[src/rtl/spram_bus_ctrl.sv]
// ============================================================================
// Module   : spram_bus_ctrl
// Purpose  : Bus-side initiator for a single-port SRAM macro wrapper. Accepts
//            req/gnt transactions, issues them combinationally to the SRAM
//            port and returns one in-order response per granted transaction
//            through a 2-entry response buffer with credit-based grant.
// Options  : SPRAM_CTRL_ZEROIZE_EN - when defined, INIT zero-fills the whole
//            SRAM (one word per cycle) before traffic is accepted.
// Revision : 1.0 - initial release
// ============================================================================
`default_nettype none

module spram_bus_ctrl #(
   parameter  int DEPTH   = 1024,
   parameter  int WIDTH   = 32,
   localparam int DEPTH_W = $clog2(DEPTH),
   localparam int BE_W    = WIDTH / 8
) (
   input  logic               CLK,
   input  logic               RST_N,
   input  logic               req,
   input  logic               we,
   input  logic [BE_W-1:0]    be,
   input  logic [DEPTH_W-1:0] addr,
   input  logic [WIDTH-1:0]   wdata,
   output logic               gnt,
   output logic               rvalid,
   input  logic               rready,
   output logic [WIDTH-1:0]   rdata,
   output logic               init_done,
   output logic               SRAM_CE,
   output logic               SRAM_WE,
   output logic [WIDTH-1:0]   SRAM_BWM,
   output logic [WIDTH-1:0]   SRAM_D,
   output logic [DEPTH_W-1:0] SRAM_A,
   input  logic [WIDTH-1:0]   SRAM_Q
);

   typedef enum logic [0:0] {
      INIT = 1'b0,
      RUN  = 1'b1
   } state_t;

   state_t             state;
   state_t             state_nxt;

   logic               handshake;
   logic               pop;
   logic               push;
   logic [WIDTH-1:0]   push_data;
   logic [2:0]         credit;
   logic [WIDTH-1:0]   bwm_bus;

   // Issue stage: one transaction is in flight between SRAM issue and buffer push
   logic               inflight;
   logic               is_read;

   // Response buffer: two entries, circular pointers, occupancy 0..2
   logic [WIDTH-1:0]   resp_mem [2];
   logic               wr_ptr;
   logic               rd_ptr;
   logic [1:0]         count;

   // Byte enables widened to a per-bit write mask for the SRAM
   genvar gi;
   generate
      for (gi = 0; gi < WIDTH; gi++) begin : g_bwm
         assign bwm_bus[gi] = be[gi/8];
      end
   endgenerate

   assign rvalid    = (count != 2'd0);
   assign rdata     = resp_mem[rd_ptr];
   assign pop       = rvalid && rready;
   assign push      = inflight;
   assign push_data = is_read ? SRAM_Q : '0;

   // Credit: buffered + in-flight responses, less the one leaving this cycle,
   // must leave room for the response of a new grant.
   assign credit    = {1'b0, count} + {2'b00, inflight} - {2'b00, pop};
   assign gnt       = (state == RUN) && (credit < 3'd2);
   assign handshake = req && gnt;
   assign init_done = (state == RUN);

`ifdef SPRAM_CTRL_ZEROIZE_EN
   localparam logic [DEPTH_W-1:0] LAST_ADDR = DEPTH_W'(DEPTH - 1);

   logic [DEPTH_W-1:0] zero_cnt;

   // Zero-fill address counter, advances once per INIT cycle
   always_ff @(posedge CLK or negedge RST_N) begin
      if (!RST_N) begin
         zero_cnt <= '0;
      end else if (state == INIT) begin
         zero_cnt <= zero_cnt + DEPTH_W'(1);
      end
   end
`endif

   // State register
   always_ff @(posedge CLK or negedge RST_N) begin
      if (!RST_N) begin
         state <= INIT;
      end else begin
         state <= state_nxt;
      end
   end

   // Next-state: INIT leaves after one cycle, or after the last zero-fill write
   always_comb begin
      state_nxt = state;
      case (state)
         INIT: begin
`ifdef SPRAM_CTRL_ZEROIZE_EN
            if (zero_cnt == LAST_ADDR) begin
               state_nxt = RUN;
            end
`else
            state_nxt = RUN;
`endif
         end
         RUN:     state_nxt = RUN;
         default: state_nxt = INIT;
      endcase
   end

   // SRAM port drive: bus pass-through in RUN, zero-fill writes in INIT
   always_comb begin
      SRAM_CE  = 1'b0;
      SRAM_WE  = 1'b0;
      SRAM_BWM = '0;
      SRAM_D   = '0;
      SRAM_A   = '0;
      if (state == RUN) begin
         SRAM_CE  = handshake;
         SRAM_WE  = we;
         SRAM_BWM = bwm_bus;
         SRAM_D   = wdata;
         SRAM_A   = addr;
      end
`ifdef SPRAM_CTRL_ZEROIZE_EN
      // Gated by RST_N so the port stays idle while reset is held; the first
      // fill write happens in the very first cycle after release.
      else if (RST_N) begin
         SRAM_CE  = 1'b1;
         SRAM_WE  = 1'b1;
         SRAM_BWM = '1;
         SRAM_D   = '0;
         SRAM_A   = zero_cnt;
      end
`endif
   end

   // Issue-stage tracking: remembers a handshake until its SRAM data returns
   always_ff @(posedge CLK or negedge RST_N) begin
      if (!RST_N) begin
         inflight <= 1'b0;
         is_read  <= 1'b0;
      end else begin
         inflight <= handshake;
         if (handshake) begin
            is_read <= !we;
         end
      end
   end

   // Response FIFO: push the cycle after a handshake, pop on rvalid && rready
   always_ff @(posedge CLK or negedge RST_N) begin
      if (!RST_N) begin
         resp_mem[0] <= '0;
         resp_mem[1] <= '0;
         wr_ptr      <= 1'b0;
         rd_ptr      <= 1'b0;
         count       <= 2'd0;
      end else begin
         if (push) begin
            resp_mem[wr_ptr] <= push_data;
            wr_ptr           <= ~wr_ptr;
         end
         if (pop) begin
            rd_ptr <= ~rd_ptr;
         end
         case ({push, pop})
            2'b10:   count <= count + 2'd1;
            2'b01:   count <= count - 2'd1;
            default: count <= count;
         endcase
      end
   end

endmodule

`default_nettype wire

[config.mk]
export PLATFORM = sky130hd
export DESIGN_NAME = spram_bus_ctrl
export DESIGN_NICKNAME = d
export VERILOG_FILES = /design/src/rtl/spram_bus_ctrl.sv
export SDC_FILE = /design/constraint.sdc
export NUM_CORES = 1
export LEC_CHECK = 0
export CAP_MARGIN = 40
export CORE_ASPECT_RATIO = 0.5
export CORE_UTILIZATION = 43
export DETAILED_ROUTE_END_ITERATION = 12
export PLACE_DENSITY = 0.95
export SLEW_MARGIN = 20
export SYNTH_ARGS = -nofsm -noshare
export SYNTH_HDL_FRONTEND = slang
export SYNTH_SLANG_ARGS = --single-unit
[constraint.sdc]
create_clock -name CLK -period 3.72 [get_ports CLK]
set_input_delay 0.744 -clock CLK [delete_from_list [all_inputs] [get_ports CLK]]
set_output_delay 0.744 -clock CLK [all_outputs]
set_load 0.02 [all_outputs]
# Yosys cells after proc, flatten, opt, wreduce, memory -nomap -nowiden
# Index checks and enable logic that the tools add are counted.
# word_totals
register_bits	71
in_bits	83
output_inout_bits	111
word_cells	42
# classes
n_addsub	4
magnitude_cmp	4
eq_ne	2
mux	13
bitwise	4
n_reduce_logical	7
# ops
cell	n
32-bit two-way mux	7
64-bit bitwise mux	1
32-bit demux with 1-bit select	1
10-bit two-way mux	1
2-bit >= comparator (second input constant)	2
1-bit logical AND	4
1-bit NOT with 2-bit output	2
2-bit case mux with 2 select lines	1
2-bit nonzero test	2
2-bit by 1-bit adder with 3-bit output	1
3-bit by 2-bit less-than comparator with 1-bit output (second input constant)	1
3-bit by 1-bit subtractor with 3-bit output	1
2-bit by 1-bit adder with 2-bit output (second input constant)	1
2-bit by 1-bit == test with 1-bit output (second input constant)	1
2-bit == test (second input constant)	1
2-bit by 1-bit less-than comparator with 1-bit output (second input constant)	1
1-bit two-way mux	2
1-bit NOT	2
2-bit by 1-bit subtractor with 2-bit output (second input constant)	1
1-bit zero test	1

# Depth between registers and ports, before layout
# Gate-level depths: netlist of the first run.
# logic_depth
depth_word	7
depth_mapped	6
depth_no_buf	6

# Worst setup path before layout of the first run
# No wires, ideal clock.
# synth_path
path_kind	input-to-output
startpoint	input rready
endpoint	output SRAM_CE
t_arrival_ns	1.985
required_time_ns	2.976
path_slack_ns	0.991
path_stages	5
path_buffers	0
path_cell_list	and3b_1 > o21ai_0 > fa_1 > nand3_1 > nor2_1
# synth_between
elab_chain_len	6
# synth_rtl
element	line	rtl
start, declared	28	input logic rready,
1-bit logical AND	74	assign pop = rvalid && rready;
3-bit by 1-bit subtractor with 3-bit output	80	assign credit = {1'b0, count} + {2'b00, inflight} - {2'b00, pop};
3-bit by 2-bit less-than comparator with 1-bit output	81	assign gnt = (state == RUN) && (credit < 3'd2);
1-bit logical AND	81	
1-bit logical AND	82	assign handshake = req && gnt;
1-bit two-way mux	134	if (state == RUN) begin
end, declared	31	output logic SRAM_CE,
# Every way passes these cells.

# Worst setup path in the final report of the first run
# Same ends and word-level chain as after synthesis.

==> results.yml, run 1 <==
placed_design:
  post_dp_cell_area_um2: 5470
  port_buffers: 193
  dp_hpwl_um: 7400
  placed_cells_incl_taps: 650
  gp_routability_congestion: 0.858
cts:
  clock-root-buffer: "clkbuf_16"
  cts_setup_buffers: 0
  ctsHoldBuffers: 0
  cts_inserted_buffers: 9
  numClockSinks: 71
  worstSkewPairLatency_ns: 0.33
  cts-root-to-sink-buffers: 2
  tritoncts: "done"
  cts-htree-levels: 3
  clkSlewWorstSetupHoldPaths_ns: 0.05
status:
  status: "finished, final reports clean"
routing:
  via_count_of_the_routed_design: 3341
  drc_errors: 0
  detail_route.vias_per_cell: 5.02
  drt_first_iter_violations: 190
  wl_per_cell_um: 17.2
  drt-total-wl_um: 11400
  detailedRoute.firstPassIterationCount: 5
  postRouteAntennaNets: 0
floorplanning:
  boundaryPins: 194
  num_rows: 23
  dieHeight_um: 67.4
  design.core.area_um2: 8140
  dieArea_um2: 8960
  initial_core_util_pct: 45.2
  die_w_um: 133
finish:
  post_route_cells_drive_above_1_share_pct: 11.2
  final_nets: 633
  antenna_cells: 0
  finalCoreUtilization_pct: 71.5
  stdcell_area_um2: 5820
  regArea_um2: 1780
  multi_input_comb_area_um2: 1500
  syn_to_final_growth_pct: 58.1
  fillerInstances: 539
  finish.cell_count_without_fillers: 666
timing:
  finalWorstPathRequiredPeriod_ns: 3.55
  relSlewSlack_pct: 47.9
  post-route-period-util_pct: 95.3
  report.final.setup_viol: 0
  drv_slew: 0
  finalClockSkew_ns: 0.00908
  holdWs_ns: 0.345
  timing_worst_slew_pin_value_ns: 0.782
  max_freq_ghz: 0.282
  tns_ns: 0
  rsz0062_at_grt: "false"
  report.final.hold_viol_count: 0
synthesis:
  synth_area_per_cell_um2: 9.42
  synth.largest_area_cell: "dfrtp_1"
  ys_ff_latch: 71
  postSynthCellCount: 391
  synth_area_um2: 3680
  synthDistinctLibCells: 25
  syn_nets: 475
  number_of_synthesized_flops_with_an_enable_pin: 0
  synth.top_cells.by_area: "dfrtp_1, nand2_1, mux2_2"
  postSynth.topFlopCell: "dfrtp_1"
  synth_top_area_share_pct: 48.2
  yosysSeqAreaShare_pct: 48.2
  synth_async_sr_flop_share_pct: 100
  yosys_warnings: 0
worst_setup_path:
  rr_startpoint: "count[1]$_DFFE_PN0P_"
  crit_arrival_ns: 2.80
  setup.worst_path.class: "primary input to primary output"
  rr_endpoint: "is_read$_DFFE_PN0P_"
  slowest_cell_on_the_critical_path: "fa_1"
  timing.critical_path.max_delay_family: "buffers and inverters"
  cp-end-kind: "primary output"
  rrSetupSlack_ns: 1.65
  r2r_cells: 7
  worst-path-buf-inv: 2
  crit_path_cell_trace: "clkdlybuf4s50_1 > and3b_1 > o21ai_0 > fa_1 > nand3_1 > nor2_1 > dlygate4sd2_1"
  critical_path.max_fanout: 4
  timing.critical_path.from_type: "primary input"
  required_worst_endpoint_ns: 2.98
  slowest_delay_ns: 0.56
power_and_ir_drop:
  power.static_leakage_nw: 2.50
  cellPowerDensity_nw_per_um2: 719
  ir_worst_vdd_v: 0.000337
grt:
  grt_pass1_wl_um: 17300
  grt_remaining_overflow: 0
  first_global_vias: 3348
  largest_net_degree_at_the_start_of_global_routing: 54
  grt_util_all_layers_pct: 25.5
  antenna_found_initial: 0
flow_run:
  max_cap_violations: 0
hold_path:
  classification_of_the_worst_slack_hold_path: "primary input to asynchronous set/reset pin"
==> layer usage <==
layer  share of wire, %  up-vias  GRT usage, %
li1                   -     1557             -
met1                 38     1599          28.1
met2                 52      150          47.9
met3                6.6       35          6.83
met4                2.9        0          11.2
met5                  0        -             0
==> registers in the layout, summed over array words and instances, names as in the netlist <==
signal,flops
resp_mem,64
count,2
inflight,1
init_done,1
is_read,1
rd_ptr,1
wr_ptr,1
==> timing repair <==
item | 4_1_cts | 5_1_grt
endpoints found under the hold margin | 0 | 0
gates resized for setup | 2 | 0
setup endpoints to repair | 2 | 0
==> report_power, final <==
| group | switching (W) | total, W | internal, W |
|---|---|---|---|
| clock network | 0.000316 | 0.00101 | 0.000691 |
| logic | 0.000906 | 0.00180 | 0.000898 |
| registers | 0.000268 | 0.00137 | 0.00110 |
==> cells in the final DEF, fill, tap and decap left out, drive strengths merged, types with 2 or more instances in the layout <==
cell,instances
and2,47
buf,10
bufinv,3
clkbuf,11
clkdlybuf4s50,190
clkinv,2
dfrtp,71
dlygate4sd2,2
mux2,32
nand2,100
nand2b,2
nor2,5
o21ai,66
xnor2,2
xor2,2
==> synthesized netlist by cell type, types with 2 or more instances <==
master and number:
o21ai_1 20, xor2_1 2, nand2b_1 2, and2_1 47
dfrtp_1 71, buf_4 29, clkbuf_1 4, buf_6 10
nor2_1 5, o21ai_0 46, clkbuf_2 2, nand2_1 99
xnor2_1 2, buf_2 10, mux2_2 32
==> worst max-delay path by stage <==
stage | slack, ns | cells past startpoint | from | to
6_report | 0.17 | 7 | rready | SRAM_CE
2_1_floorplan | 0.99 | 5 | rready | SRAM_CE
3_5_place_dp | -0.002 | 7 | rready | SRAM_CE
4_1_cts | 0.19 | 7 | rready | SRAM_CE
5_1_grt | 0.09 | 7 | rready | SRAM_CE
3_3_place_gp | 0.05 | 7 | rready | SRAM_CE
==> kinds of logic after synthesis <==
family	Yosys count	synth area share [%]
mux	33	10.1
other cells	1	0.102
compound gates	68	9.31
buf+inv	55	11.0
fa+ha+maj	1	0.543
xor+xnor	4	0.951
flops	71	48.2
simple gates	158	19.8
==> final cells by class <==
cell class / instances / area share [%]
well taps: 112 / 2.41
clock inverters: 5 / 1.78
clock buffers: 11 / 4.34
flip-flops and latches: 71 / 30.5
multi-input cells: 265 / 25.8
repair buffers: 202 / 35.1
==> metrics by stage <==
stage	power, W	setup slack [ns]
global placement	0.00302	0.0462
global route	0.00438	0.0885
finish	0.00418	0.174
floorplan	0.00237	0.991
detailed placement	0.00311	-0.00201
CTS	0.00419	0.191
(Power assumes the default switching activity.)
==> run 2, diff against run 1 <==
CORE_UTILIZATION = 40   (was 43)
HOLD_SLACK_MARGIN = 0.05   (was default)
PLACE_DENSITY = 0.9   (was 0.95)
SLEW_MARGIN = 15   (was 20)
clock period = 3.5 ns   (was 3.72 ns; I/O delays follow)
==> run 2 against run 1 <==
Effect of this change:
- setup slack lost 0.047 ns
- clock-buffer cell count is the same
- clock power shrank 6%
- wire length shrank 9.0%
- sequential power grew 3%
- cell count grew 1.2%
- combinational power grew 7%
- final area grew 0.11%
- largest power group unchanged
==> results.yml, run 2 (same netlist as run 1, synthesis figures left out) <==
floorplanning:
  design.core.area_um2: 8830
  dieArea_um2: 9620
  initial_core_util_pct: 41.7
  boundaryPins: 194
  num_rows: 24
  die_w_um: 138
  dieHeight_um: 69.9
grt:
  antenna_found_initial: 0
  grt_util_all_layers_pct: 22.3
  grt_remaining_overflow: 0
  grt_pass1_wl_um: 16400
  first_global_vias: 3402
  largest_net_degree_at_the_start_of_global_routing: 43
timing:
  report.final.setup_viol: 0
  post-route-period-util_pct: 96.4
  report.final.hold_viol_count: 0
  relSlewSlack_pct: 58.2
  finalWorstPathRequiredPeriod_ns: 3.37
  rsz0062_at_grt: "false"
  finalClockSkew_ns: 0.00468
  max_freq_ghz: 0.296
  drv_slew: 0
  timing_worst_slew_pin_value_ns: 0.625
placed_design:
  placed_cells_incl_taps: 658
  post_dp_cell_area_um2: 5500
  gp_routability_congestion: 0.775
  dp_hpwl_um: 7090
  port_buffers: 193
finish:
  post_route_cells_drive_above_1_share_pct: 11.5
  final_nets: 637
  antenna_cells: 0
  finish.cell_count_without_fillers: 674
  registers_with_the_most_flip_flops: "resp_mem (64), count (2)"
  syn_to_final_growth_pct: 58.3
  largest_reg_flops: 64
  fillerInstances: 675
  layout_commonest_cell: "clkdlybuf4s50_1"
  stdcell_area_um2: 5830
  finalCoreUtilization_pct: 66.0
  top_reg_by_flops: "resp_mem"
  most-common-layout-cells: "clkdlybuf4s50_1, nand2_1, dfrtp_1"
status:
  status: "finished, final reports clean"
routing:
  detail_route.vias_per_cell: 4.84
  via_count_of_the_routed_design: 3261
  postRouteAntennaNets: 0
  drt_first_iter_violations: 155
  drt-total-wl_um: 10400
  detailedRoute.firstPassIterationCount: 5
  drc_errors: 0
  wl_per_cell_um: 15.4
cts:
  clkSlewWorstSetupHoldPaths_ns: 0.05
  cts_setup_buffers: 0
  tritoncts: "done"
  cts-htree-levels: 3
  clock-root-buffer: "clkbuf_16"
  cts_inserted_buffers: 9
  worstSkewPairLatency_ns: 0.32
  cts-root-to-sink-buffers: 2
  numClockSinks: 71
power_and_ir_drop:
  fin_total_pwr_w: 0.00428
  cellPowerDensity_nw_per_um2: 735
  power.static_leakage_nw: 2.51
  ir_worst_vdd_v: 0.000400
worst_setup_path:
  critical_path.max_fanout: 3
  rrSetupSlack_ns: 1.35
  r2r_cells: 7
  required_worst_endpoint_ns: 2.80
  rr_endpoint: "is_read$_DFFE_PN0P_"
  setup.worst_path.class: "primary input to primary output"
  cp-end-kind: "primary output"
  timing.critical_path.from_type: "primary input"
  crit_arrival_ns: 2.67
  rr_startpoint: "count[1]$_DFFE_PN0P_"
flow_run:
  max_cap_violations: 0
hold_path:
  classification_of_the_worst_slack_hold_path: "primary input to asynchronous set/reset pin"
-- run 2: changes by cell type in the layout (fill, tap and decap cells not counted), sizes merged --
cell    delta
bufinv     -1
buf        +4
-- run 2: layout make-up --
cell class | count | area [um^2] | share of cell area, %
Clock buffer | 11 | 243 | 4.16
Tap cell | 117 | 146 | 2.51
Multi-Input combinational cell | 265 | 1510 | 25.9
Clock inverter | 4 | 70.1 | 1.20
Timing Repair Buffer | 206 | 2080 | 35.7
Sequential cell | 71 | 1780 | 30.5
-- run 2: worst max-delay path by stage --
stage	from	end
finish	rready	SRAM_CE
global route	rready	SRAM_CE
CTS	rready	SRAM_CE
detailed placement	rready	SRAM_CE
global placement	rready	SRAM_CE
floorplan	rready	SRAM_CE
-- run 2: per-layer routing --
layer  GRT usage [%]  wire, um  share of wire, %  vias up
met3            6.83       660               6.3       25
met1            25.2      4030                39     1554
met2            39.5      5450                52      113
met4            8.09       254               2.4        0
met5               0         0                 0        -
li1                -         -                 -     1569
-- run 2: what timing repair did --
action,in CTS,in global routing
hold endpoints to repair,0,0
gates cloned,0,0
hold buffers,0,0
gates resized for setup,2,1
setup endpoints to repair,2,2
-- run 2: per-stage QoR --
step	hold WS (ns)	setup slack (ns)	TNS [ns]
floorplan	0.404	0.859	0
global placement	0.455	-0.0487	-0.0548
detailed placement	0.465	-0.110	-0.172
CTS	0.336	0.0733	0
global route	0.358	0.0523	0
finish	0.330	0.127	0
-- run 2: critical path: stages --
cell and delay, ns:
clkdlybuf4s50_1 0.50, and3b_1 0.18, o21ai_0 0.13, fa_1 0.59
nand3_1 0.12, nor2_1 0.10, dlygate4sd2_1 0.34
-- run 2: power by group --
part | switching, W | leakage, nW | internal [W] | total [W]
clock network | 0.000314 | 0.155 | 0.000636 | 0.000950
registers | 0.000238 | 0.939 | 0.00117 | 0.00141
logic | 0.000957 | 1.41 | 0.000966 | 0.00192
total | 0.00151 | 2.51 | 0.00278 | 0.00428
